==> src/rtl/hazard_pkg.sv <==
// hazard_pkg: shared types and constants for the forwarding/hazard unit.
//   md_state_e - MUL/DIV tracker states (IDLE, MD_BUSY)
//   FWD_RF     - fwd_sel value meaning "take operand from the register file"
package hazard_pkg;
    typedef enum logic {IDLE = 1'b0, MD_BUSY = 1'b1} md_state_e;
    localparam int FWD_RF = 0;
endpackage

==> src/rtl/fwd_match.sv <==
// fwd_match: priority match of one EX source against all downstream result stages.
//   src_i - EX source register address
//   we_i  - per-stage write enable, bit k-1 = stage k
//   wr_i  - per-stage destination, stage k at [(k-1)*ADDR_W +: ADDR_W]
//   sel_o - FWD_RF, or the nearest stage k holding a newer value of src_i
module fwd_match
    import hazard_pkg::*;
#(
    parameter int ADDR_W  = 5,
    parameter int NUM_FWD = 2,
    parameter int SEL_W   = $clog2(NUM_FWD + 1)
) (
    input  logic [ADDR_W-1:0]         src_i,
    input  logic [NUM_FWD-1:0]        we_i,
    input  logic [NUM_FWD*ADDR_W-1:0] wr_i,
    output logic [SEL_W-1:0]          sel_o
);
    // Scan farthest to nearest so the nearest matching stage is written last and wins.
    always_comb begin
        sel_o = SEL_W'(FWD_RF);
        for (int k = NUM_FWD; k >= 1; k--)
            if (we_i[k-1] && wr_i[(k-1)*ADDR_W +: ADDR_W] != '0 && wr_i[(k-1)*ADDR_W +: ADDR_W] == src_i)
                sel_o = SEL_W'(k);
    end
endmodule

==> src/rtl/fwd_hazard_unit.sv <==
// fwd_hazard_unit: EX operand forwarding, load-use and MUL/DIV stall detection, stall counter.
//   clk, rst          - clock, asynchronous active-high reset
//   ID_src/ID_use     - ID source registers and their read flags
//   ID_is_md          - ID instruction is MUL/DIV
//   EX_src            - EX source registers to be forwarded
//   EX_RegWrite/EX_MemRead/EX_WR - EX write enable, load flag, destination
//   EX_md_start       - MUL/DIV issues in EX this cycle
//   FWD_RegWrite/FWD_WR - downstream stage write enables and destinations
//   fwd_sel           - per-source operand select (0 = register file, k = stage k)
//   stall/bubble      - hold PC and IF/ID, zero ID/EX control
//   md_busy           - MUL/DIV in flight
//   stall_cnt         - saturating count of stalled cycles
module fwd_hazard_unit
    import hazard_pkg::*;
#(
    parameter int ADDR_W  = 5,
    parameter int NUM_SRC = 2,
    parameter int NUM_FWD = 2,
    parameter int MD_LAT  = 4,
    parameter int CNT_W   = 16
) (
    input  logic                                  clk,
    input  logic                                  rst,
    input  logic [NUM_SRC*ADDR_W-1:0]             ID_src,
    input  logic [NUM_SRC-1:0]                    ID_use,
    input  logic                                  ID_is_md,
    input  logic [NUM_SRC*ADDR_W-1:0]             EX_src,
    input  logic                                  EX_RegWrite,
    input  logic                                  EX_MemRead,
    input  logic [ADDR_W-1:0]                     EX_WR,
    input  logic                                  EX_md_start,
    input  logic [NUM_FWD-1:0]                    FWD_RegWrite,
    input  logic [NUM_FWD*ADDR_W-1:0]             FWD_WR,
    output logic [NUM_SRC*$clog2(NUM_FWD+1)-1:0]  fwd_sel,
    output logic                                  stall,
    output logic                                  bubble,
    output logic                                  md_busy,
    output logic [CNT_W-1:0]                      stall_cnt
);
    localparam int SEL_W = $clog2(NUM_FWD + 1);
    localparam int CW    = $clog2(MD_LAT);

    md_state_e         state_q, state_d;
    logic [ADDR_W-1:0] md_dest_q, md_dest_d;
    logic [CW-1:0]     md_cnt_q, md_cnt_d;
    logic [CNT_W-1:0]  stall_cnt_q, stall_cnt_d;
    logic              lu_hit, md_hit, lu_haz, md_haz;

    for (genvar i = 0; i < NUM_SRC; i++) begin : g_fwd
        fwd_match #(.ADDR_W(ADDR_W), .NUM_FWD(NUM_FWD), .SEL_W(SEL_W)) u_fwd (
            .src_i (EX_src[i*ADDR_W +: ADDR_W]),
            .we_i  (FWD_RegWrite),
            .wr_i  (FWD_WR),
            .sel_o (fwd_sel[i*SEL_W +: SEL_W])
        );
    end

    always_comb begin
        lu_hit = 1'b0;
        md_hit = 1'b0;
        for (int i = 0; i < NUM_SRC; i++) begin
            lu_hit |= ID_use[i] && ID_src[i*ADDR_W +: ADDR_W] == EX_WR;
            md_hit |= ID_use[i] && ID_src[i*ADDR_W +: ADDR_W] == md_dest_q;
        end
        lu_haz = EX_MemRead && EX_RegWrite && EX_WR != '0 && lu_hit;
        md_haz = md_busy && (ID_is_md || (md_dest_q != '0 && md_hit));
    end

    assign md_busy   = state_q == MD_BUSY;
    assign stall     = lu_haz || md_haz;
    assign bubble    = stall;
    assign stall_cnt = stall_cnt_q;

    // A new MUL/DIV always reloads; otherwise the busy counter runs down and drops to IDLE at 1.
    always_comb begin
        state_d     = EX_md_start ? MD_BUSY : (md_busy && md_cnt_q == CW'(1)) ? IDLE : state_q;
        md_dest_d   = EX_md_start ? EX_WR : md_dest_q;
        md_cnt_d    = EX_md_start ? CW'(MD_LAT - 1) : md_busy ? md_cnt_q - 1'b1 : md_cnt_q;
        stall_cnt_d = (stall && !(&stall_cnt_q)) ? stall_cnt_q + 1'b1 : stall_cnt_q;
    end

    always_ff @(posedge clk or posedge rst) begin
        if (rst) begin
            state_q     <= IDLE;
            md_dest_q   <= '0;
            md_cnt_q    <= '0;
            stall_cnt_q <= '0;
        end else begin
            state_q     <= state_d;
            md_dest_q   <= md_dest_d;
            md_cnt_q    <= md_cnt_d;
            stall_cnt_q <= stall_cnt_d;
        end
    end
endmodule

==> config.mk <==
export PLATFORM = sky130hd
export DESIGN_NAME = fwd_hazard_unit
export DESIGN_NICKNAME = d
export VERILOG_FILES = /design/src/rtl/hazard_pkg.sv /design/src/rtl/fwd_match.sv /design/src/rtl/fwd_hazard_unit.sv
export SDC_FILE = /design/constraint.sdc
export NUM_CORES = 1
export LEC_CHECK = 0
export BUFFER_PORTS_ARGS = -buffer_cell sky130_fd_sc_hd__buf_2
export CORE_MARGIN = 2
export CORE_UTILIZATION = 44
export DETAILED_ROUTE_END_ITERATION = 8
export PLACE_DENSITY = 0.74
export SETUP_SLACK_MARGIN = 0.15
export SLEW_MARGIN = 20
export SYNTH_ARGS = -nofsm -noshare
export SYNTH_HDL_FRONTEND = slang
export SYNTH_SLANG_ARGS = --single-unit
==> constraint.sdc <==
create_clock -name clk -period 1.89 [get_ports clk]
set_input_delay 0 -clock clk [delete_from_list [all_inputs] [get_ports clk]]
set_output_delay 0 -clock clk [all_outputs]
set_load 0.03 [all_outputs]
==> flow_metrics.tcl, run 1 <==
set metrics [dict create \
    max_freq_mhz 468.7 \
    hold_violations 0 \
    ys_types 31 \
    portBuffers 67 \
    cts_sinks 24 \
    grt_max_degree 25 \
    first_iter_violations 33 \
    arrival_ps 2300 \
    placed_cell_area_um2 2196 \
    clock-root-buffer "clkbuf_8" \
    syn_nets 218 \
    nets 305 \
    route.vias.total 1565 \
    grt_pass1_wl_um 6644 \
    ys_ff_latch 24 \
    synth_edf_count 0 \
    rsz0062_at_grt "yes" \
    fillers 314 \
    finalSetupViolCount 18 \
    yosys_warnings 0 \
    synth_cells 171 \
    yosysSeqAreaShare_pct 35.69 \
    first_pass_iters 4 \
    worst_slack_ps -243.6 \
    antenna_found_initial 0 \
    power_density_nw_per_um2 883.9 \
    p_leak_nw 1.098 \
    fp.dieArea_um2 4336 \
    period_share_pct 112.9 \
    avgSynthCellArea_um2 9.841 \
    gp_congestion 0.8988 \
    fin_cells 305 \
    antenna_cells 0 \
    crit_path_start_kind "register" \
    dp.cells 297 \
    cap_violations 0 \
    status "finished with violations" \
    min_period_ps 2134 \
    first_global_vias 1501 \
    tns_ps -2793 \
    synthFlopType "dfrtp_1" \
    dp_hpwl_um 3131 \
    cts_tree "done" \
    coreArea_um2 3661 \
    numCtsBuffers 3 \
    synthArstFlopShare_pct 100.0 \
    rr_startpoint "md_dest_q[2]" \
    syn_to_final_growth_pct 38.66 \
    worst_pin_slew_ps 752.3 \
    hold_class "in -> reg" \
    critPathCaptureType "register" \
    grt_usage_pct 19.86 \
    initial_core_util_pct 45.97 \
    vdd_drop_max_v 0.0007802 \
    path_clk_slew_ps 90 \
    htree_levels 1 \
    syn-cell-area_um2 1683 \
    failed_checks "negative setup slack" \
    final_util_pct 63.74 \
    insertion_delay_ps 270 \
    crit_fanout 14 \
    routed_wl_um 4048 \
    min_path_cells 2 \
    row_count 22 \
    clk_path_buf_depth 2 \
    routed_via_density 5.131 \
    design_area_um2 2333 \
    overflow 0 \
    drtAntennaViolNets 0 \
    io_pins 68 \
    die_w_um 65.85 \
    final_layout_size_suffix_gt1_share_pct 42.02 \
    whs_endpoint "md_dest_q[1]" \
    fin_skew_ps 5.106 \
    r2r_cells 7 \
    worst-endpoint-required_ps 2060 \
    slew_violations 0 \
    maxSlewHeadroom_pct 49.66 \
    reg2reg_slack_ps -240 \
    drt-wirelength-per-cell_um 13.27 \
    route.detailed.drc 0 \
    critPathKind "reg -> reg" \
    hp-start "EX_WR[1]" \
    dpl_worst_slack_ps -202.9 \
    rr_endpoint "stall_cnt[1]" \
    dieHeight_um 65.85 \
]
[sequential cells by signal (all words and copies together), names as in the netlist]
register	count
stall_cnt	16
md_dest_q	5
md_cnt_q	2
md_busy	1
[worst max path at each step]
stage | from | end | slack [ps] | depth (start not counted)
2_1_floorplan | md_dest_q[1] | stall_cnt[1] | -110 | 6
6_report | md_dest_q[2] | stall_cnt[1] | -240 | 7
4_1_cts | md_dest_q[2] | bubble | -210 | 7
3_5_place_dp | md_dest_q[1] | stall_cnt[6] | -200 | 8
3_3_place_gp | md_dest_q[1] | stall_cnt[1] | -170 | 7
5_1_grt | md_dest_q[2] | stall | -330 | 7
[cells by family after synthesis]
group | count (synthesis) | synth area share [%]
flip-flops | 24 | 35.69
adder cells (fa/ha/maj) | 2 | 1.487
multiplexers | 7 | 4.907
AO/OA/AOI/OAI | 22 | 10.41
AND/OR/NAND/NOR | 51 | 15.91
buffers and inverters | 10 | 2.974
XOR/XNOR | 55 | 28.63
[repair_timing]
| action | in CTS | in global routing |
|---|---|---|
| hold buffers | 1 | 0 |
| endpoints found under the setup margin | 18 | 18 |
| hold endpoints to repair | 24 | 0 |
| setup buffers | 1 | 2 |
| pin swaps | 0 | 1 |
| gates resized for setup | 2 | 5 |
[synthesized netlist by cell type (2+ instances only)]
cell,instances,area share [%]
a2111oi_0,2,1.0
ha_1,2,1.5
or4_1,6,2.7
mux2_2,5,3.3
dfrtp_1,24,36
nand4_1,7,2.6
o21ai_0,3,0.89
a211oi_1,8,3.6
nand3_1,11,3.3
nor3_1,3,0.89
xnor2_1,27,14
a21oi_2,2,1.0
nand2_1,13,2.9
a21oi_1,3,0.89
inv_1,6,1.3
nor4_1,4,1.5
xor2_1,28,15
nor2_1,4,0.89
[metal layers]
layer	share of wire [%]	GRT usage [%]	wire [µm]
met5	0	0	0
met4	1.2	6.771	50
met3	5.3	3.066	213
met2	49	34.72	1988
met1	44	24.81	1797
[report_power, final]
| part | total [mW] | switching, mW | internal [mW] |
|---|---|---|---|
| logic | 0.874 | 0.497 | 0.378 |
| registers | 0.735 | 0.113 | 0.622 |
| clock network | 0.453 | 0.170 | 0.284 |
| total | 2.06 | 0.779 | 1.28 |
[per-stage QoR]
| step | hold slack (ps) | total power [mW] |
|---|---|---|
| final | 35.36 | 2.063 |
| after global placement | 58.50 | 1.562 |
| after CTS | 29.87 | 2.049 |
| after global routing | 31.33 | 2.196 |
| after floorplan | 14.62 | 1.267 |
| after detailed placement | 62.42 | 1.584 |
[critical path, stage by stage, from the launching register on]
cell and delay, ps:
dfrtp_1 420, or4_1 520, nor2_2 150, nor3_2 80
o31ai_4 260, buf_12 180, a21oi_2 80, mux2_4 320
[area by class of cell]
class / instances / area [µm²] / share of cell area [%]
sequential: 24 / 600.6 / 25.74
clock inverter: 1 / 30.03 / 1.287
multi-input combinational: 137 / 1086 / 46.54
inverter: 6 / 22.52 / 0.9651
tap: 48 / 60.06 / 2.574
timing repair buffer: 86 / 493.0 / 21.13
clock buffer: 3 / 41.29 / 1.769
[cell usage in the layout (no fill, tap or decap)]
master         netlist  routed
ha_1                 2       2
mux2_2               5       5
nand2_2              0       1
o211ai_1             1       1
nand2_1             13      12
o31ai_4              1       1
dlygate4sd3_1        0       1
dfrtp_1             24      24
nor3_1               3       1
a211oi_1             8       8
bufinv_16            0       1
buf_12               0       1
nand3b_1             1       1
inv_1                6       6
a2111oi_4            0       1
a2111oi_2            0       1
or3_1                1       1
or4_1                6       6
buf_4                1      17
o2111ai_2            1       1
nor2_1               4       4
o21ai_0              3       3
nand4_1              7       7
nor4_2               0       2
nor3_2               0       2
xor2_1              28      28
o22ai_1              1       1
mux2_4               1       2
xnor2_1             27      27
clkbuf_8             0       3
buf_2                1      67
nor2_2               1       1
nor4_1               4       2
a21oi_1              3       3
a21oi_2              2       2
nand3_1             11      11
Power figures use the tool's default switching activity.
==> inputs of run 2 (changes only) <==
--- a/config.mk
+++ b/config.mk
@@ -9,7 +9,8 @@
 export CORE_MARGIN = 2
 export CORE_UTILIZATION = 44
 export DETAILED_ROUTE_END_ITERATION = 8
-export PLACE_DENSITY = 0.74
+export GPL_TIMING_DRIVEN = 0
+export PLACE_DENSITY_LB_ADDON = 0.15
 export SETUP_SLACK_MARGIN = 0.15
 export SLEW_MARGIN = 20
 export SYNTH_ARGS = -nofsm -noshare
==> run 2 against run 1 <==
  * The flow still finishes with violations (negative setup slack)
  * Clock power shrank 37%
  * Die area is the same
  * Global-route usage shrank 1.7 points
  * First-iteration DRC count grew 24%
  * Register-to-register slack lost 30 ps
  * Critical path type unchanged
==> flow_metrics.tcl, run 2 (synthesis results as in run 1) <==
set metrics [dict create \
    io_pins 68 \
    drtAntennaViolNets 0 \
    crit_fanout 6 \
    critPathCaptureType "register" \
    initial_core_util_pct 45.97 \
    hold_violations 0 \
    worst-endpoint-required_ps 2040 \
    fillers 317 \
    reg2reg_slack_ps -270 \
    route.vias.total 1520 \
    antenna_cells 0 \
    die_w_um 65.85 \
    crit_path_start_kind "register" \
    largest_register_ffs 16 \
    rr_startpoint "md_dest_q[1]" \
    critPathKind "reg -> reg" \
    hp-start "EX_WR[1]" \
    overflow 0 \
    grt_usage_pct 18.13 \
    arrival_ps 2310 \
    p_leak_nw 1.045 \
    power_density_nw_per_um2 828.2 \
    worst_pin_slew_ps 880.4 \
    numCtsBuffers 3 \
    htree_levels 1 \
    whs_endpoint "md_dest_q[1]" \
    final_cell_mix "buf_2 (65), xor2_1 (28), xnor2_1 (27)" \
    dp.cells 285 \
    gp_congestion 0.8224 \
    path_clk_slew_ps 70 \
    coreArea_um2 3661 \
    worst_slack_ps -273.9 \
    dieHeight_um 65.85 \
    row_count 22 \
    syn_to_final_growth_pct 34.50 \
    fin_cells 295 \
    period_share_pct 114.5 \
    clock-root-buffer "clkbuf_8" \
    portBuffers 66 \
    grt_max_degree 25 \
    hold_class "in -> reg" \
    min_period_ps 2164 \
    antenna_found_initial 0 \
    clk_path_buf_depth 2 \
    insertion_delay_ps 260 \
    maxSlewHeadroom_pct 41.24 \
    first_pass_iters 4 \
    final_common_cell "buf_2" \
    cap_violations 0 \
    final_layout_size_suffix_gt1_share_pct 40.89 \
    first_global_vias 1462 \
    vdd_drop_max_v 0.0006668 \
    cts_tree "done" \
    routed_via_density 5.153 \
    drt-wirelength-per-cell_um 13.29 \
    rr_endpoint "stall_cnt[1]" \
    failed_checks "negative setup slack" \
    finalSetupViolCount 18 \
    final_util_pct 61.82 \
    min_path_cells 2 \
    cts_sinks 24 \
    first_iter_violations 41 \
    routed_wl_um 3920 \
    dp_hpwl_um 3039 \
    fin_skew_ps 1.689 \
    fp.dieArea_um2 4336 \
    max_freq_mhz 462.1 \
    nets 296 \
    slew_violations 0 \
    status "finished with violations" \
    rsz0062_at_grt "yes" \
    grt_pass1_wl_um 6223 \
    route.detailed.drc 0 \
    r2r_cells 7 \
]
-- run 2: cell types whose count changed in the layout (fill, tap and decap cells not counted), sizes merged --
cell and delta:
bufinv -1, buf -10, clkbuf +1
-- run 2: worst max path at each step --
stage,slack [ps],start,to
floorplan,-110,md_dest_q[1],stall_cnt[1]
finish,-270,md_dest_q[1],stall_cnt[1]
CTS,-330,md_dest_q[1],stall_cnt[1]
global placement,-310,md_dest_q[1],stall_cnt[4]
global route,-340,md_dest_q[1],stall_cnt[1]
detailed placement,-300,md_dest_q[1],stall_cnt[2]
-- run 2: per-layer routing --
metal  vias up  part of all wire, %  track usage, %
li1        762                    -               -
met1       714                   43           22.86
met2        40                   51           33.59
met3         4                  4.9           1.363
met4         0                 0.64           3.906
met5         -                    0               0
-- run 2: timing repair --
action | in CTS | in global routing
setup buffers | 4 | 1
gates resized for setup | 8 | 12
pin swaps | 4 | 4
setup endpoints to repair | 18 | 18
hold buffers | 1 | 0
gates cloned | 1 | 0
endpoints found under the hold margin | 24 | 0
-- run 2: area by class of cell --
class / count / area, µm² / share of cell area [%]
sequential: 24 / 600.6 / 26.53
clock buffer: 3 / 41.29 / 1.824
timing repair buffer: 73 / 401.6 / 17.74
tap: 48 / 60.06 / 2.653
buffer: 4 / 31.28 / 1.382
inverter: 6 / 22.52 / 0.9950
multi-input combinational: 137 / 1106 / 48.87
-- run 2: stage by stage --
stage | setup TNS (ps) | hold slack, ps | power [mW] | area, µm² | setup slack (ps)
floorplan | -1300 | 14.62 | 1.267 | 1703 | -114.2
global placement | -4373 | 231.7 | 1.495 | 2093 | -305.9
detailed placement | -4305 | 242.8 | 1.514 | 2093 | -297.8
CTS | -4564 | 40.65 | 1.866 | 2206 | -330.9
global route | -4621 | 41.36 | 1.999 | 2263 | -337.1
finish | -3079 | 42.85 | 1.875 | 2263 | -273.9
-- run 2: critical path, cell delays in order, from the launching register on --
cell	delay, ps
dfrtp_1	410
or4_4	530
nor2_4	120
nor3_2	60
o31ai_4	290
buf_4	220
a21oi_2	90
mux2_4	330
-- run 2: power by group --
part / leakage, nW / internal, mW / total, mW / switching (mW)
sequential: 0.300 / 0.622 / 0.751 / 0.129
clock: 0.0216 / 0.142 / 0.287 / 0.145
combinational: 0.723 / 0.358 / 0.837 / 0.479
==> inputs of run 3 (changes only) <==
--- a/config.mk
+++ b/config.mk
@@ -7,10 +7,10 @@
 export LEC_CHECK = 0
 export BUFFER_PORTS_ARGS = -buffer_cell sky130_fd_sc_hd__buf_2
 export CORE_MARGIN = 2
-export CORE_UTILIZATION = 44
+export CORE_UTILIZATION = 40
 export DETAILED_ROUTE_END_ITERATION = 8
 export GPL_TIMING_DRIVEN = 0
-export PLACE_DENSITY_LB_ADDON = 0.15
+export PLACE_DENSITY = 0.71
 export SETUP_SLACK_MARGIN = 0.15
 export SLEW_MARGIN = 20
 export SYNTH_ARGS = -nofsm -noshare
==> run 3 against run 2 <==
  * The flow still finishes with violations (negative setup slack)
  * Sequential share of layout area decreased by 0.28 points
  * Worst setup slack improved by 27 ps
  * Highest routed layer unchanged
  * Critical path depth increased by 1
  * Register-to-register slack improved by 40 ps
  * Largest power group unchanged
  * Combinational power decreased by 1%
  * Wire length increased by 7.5%
==> flow_metrics.tcl, run 3 (synthesis results as in run 1) <==
set metrics [dict create \
    status "finished with violations" \
    failed_checks "negative setup slack" \
    final_cell_mix "buf_2 (66), xor2_1 (28), xnor2_1 (27)" \
    overflow 0 \
    gp_congestion 0.8522 \
    arrival_ps 2140 \
    nets 295 \
    largest_register_ffs 16 \
    crit_path_start_kind "register" \
    p_leak_nw 1.043 \
    syn_to_final_growth_pct 35.91 \
    clock-root-buffer "clkbuf_8" \
    final_common_cell "buf_2" \
    antenna_cells 0 \
    initial_core_util_pct 41.77 \
    crit_fanout 2 \
    clk_path_buf_depth 2 \
    cap_violations 0 \
    dp_hpwl_um 3167 \
    max_freq_mhz 467.9 \
    critPathCaptureType "output port" \
    drtAntennaViolNets 0 \
    design_area_um2 2287 \
    vdd_drop_max_v 0.0007042 \
    first_global_vias 1445 \
    min_period_ps 2137 \
    seq_area_um2 600.6 \
    power_density_nw_per_um2 847.8 \
    route.vias.total 1565 \
    insertion_delay_ps 270 \
    dieHeight_um 68.86 \
    portBuffers 66 \
    routed_via_density 5.269 \
    period_share_pct 113.1 \
    worst_slack_ps -247.2 \
    grt_max_degree 25 \
    first_pass_iters 4 \
    htree_levels 1 \
    final_layout_size_suffix_gt1_share_pct 41.70 \
    row_count 23 \
    fillers 365 \
    max_stage_delay_ps 550 \
    multi_input_area_um2 1127 \
    hold_violations 0 \
    hold_class "in -> reg" \
    finalSetupViolCount 18 \
    routed_wl_um 4213 \
    cp_common_cell "buf_6" \
    worst-endpoint-required_ps 1890 \
    io_pins 68 \
    placed_cell_area_um2 2096 \
    fin_skew_ps 1.692 \
    coreArea_um2 4029 \
    cts_tree "done" \
    drt-wirelength-per-cell_um 14.19 \
    die_w_um 68.86 \
    rsz0062_at_grt "yes" \
    numCtsBuffers 3 \
    fp.dieArea_um2 4742 \
    grt_usage_pct 18.01 \
    antenna_found_initial 0 \
    cts_sinks 24 \
    dpl_worst_slack_ps -318.5 \
    cp_cell_sequence "or4_4, nor2_4, nor3_2, o31ai_4, buf_6, nand2_4, buf_6, buf_6" \
    worst-path-buf-inv 3 \
    critPathKind "reg -> out" \
    path_delay_family "simple AND/OR/NAND/NOR gates" \
    maxSlewHeadroom_pct 39.14 \
    grt_pass1_wl_um 6334 \
    worst_pin_slew_ps 911.8 \
    final_util_pct 56.77 \
    first_iter_violations 38 \
    slew_violations 0 \
    route.detailed.drc 0 \
    tns_ps -3224 \
    critPathSlowestCell "or4_4" \
    path_clk_slew_ps 80 \
]
==> run 3: repair_timing <==
| action | CTS | global route |
|---|---|---|
| hold buffers | 1 | 0 |
| setup endpoints to repair | 18 | 18 |
| setup buffers | 5 | 0 |
| pin swaps | 4 | 3 |
| endpoints found under the hold margin | 24 | 0 |
| gates resized for setup | 5 | 15 |
==> run 3: worst paths after layout <==
kind | startpoint | to | slack [ps] | depth (start not counted)
min in group asynchronous | rst | stall_cnt[1] | 460 | 3
max reg2reg | md_dest_q[2] | stall_cnt[3] | -230 | 8
max | md_dest_q[2] | stall | -250 | 8
min | EX_WR[4] | md_dest_q[4] | 30 | 2
min reg2reg | stall_cnt[11] | stall_cnt[11] | 500 | 1
max in group asynchronous | rst | stall_cnt[8] | 870 | 3
==> run 3: metrics by stage <==
| step | power [mW] | hold WS (ps) | instances |
|---|---|---|---|
| after global routing | 2.048 | 29.90 | 297 |
| after CTS | 1.917 | 22.16 | 297 |
| final | 1.939 | 28.26 | 297 |
| after detailed placement | 1.517 | 246.7 | 287 |
| after global placement | 1.496 | 249.7 | 287 |
| after floorplan | 1.267 | 14.62 | 171 |
==> run 3: layer usage <==
layer  vias up  part of all wire, %  track usage (%)
li1        759                    -                -
met1       744                   43            21.46
met2        57                   49            33.05
met3         5                  6.5            2.110
met4         0                  1.6            6.618
met5         -                    0                0
==> run 3: layout make-up <==
class,count,share of cell area [%]
Clock buffer,4,2.407
Sequential cell,24,26.26
Timing Repair Buffer,72,16.96
Multi-Input combinational cell,137,49.29
Inverter,6,0.9847
Tap cell,50,2.735
Buffer,4,1.368
==> run 3: worst reg2reg max path, cell delays in order (launching register included) <==
cell	delay, ps
dfrtp_1	390
or4_4	550
nor2_4	120
nor3_2	60
o31ai_4	290
buf_6	160
buf_4	170
a211oi_1	100
xor2_1	160
==> run 3: power by group <==
part	leakage (nW)	switching (mW)	total, mW	internal [mW]
Sequential	0.300	0.130	0.752	0.622
Combinational	0.714	0.482	0.829	0.347
Clock	0.0288	0.172	0.358	0.187
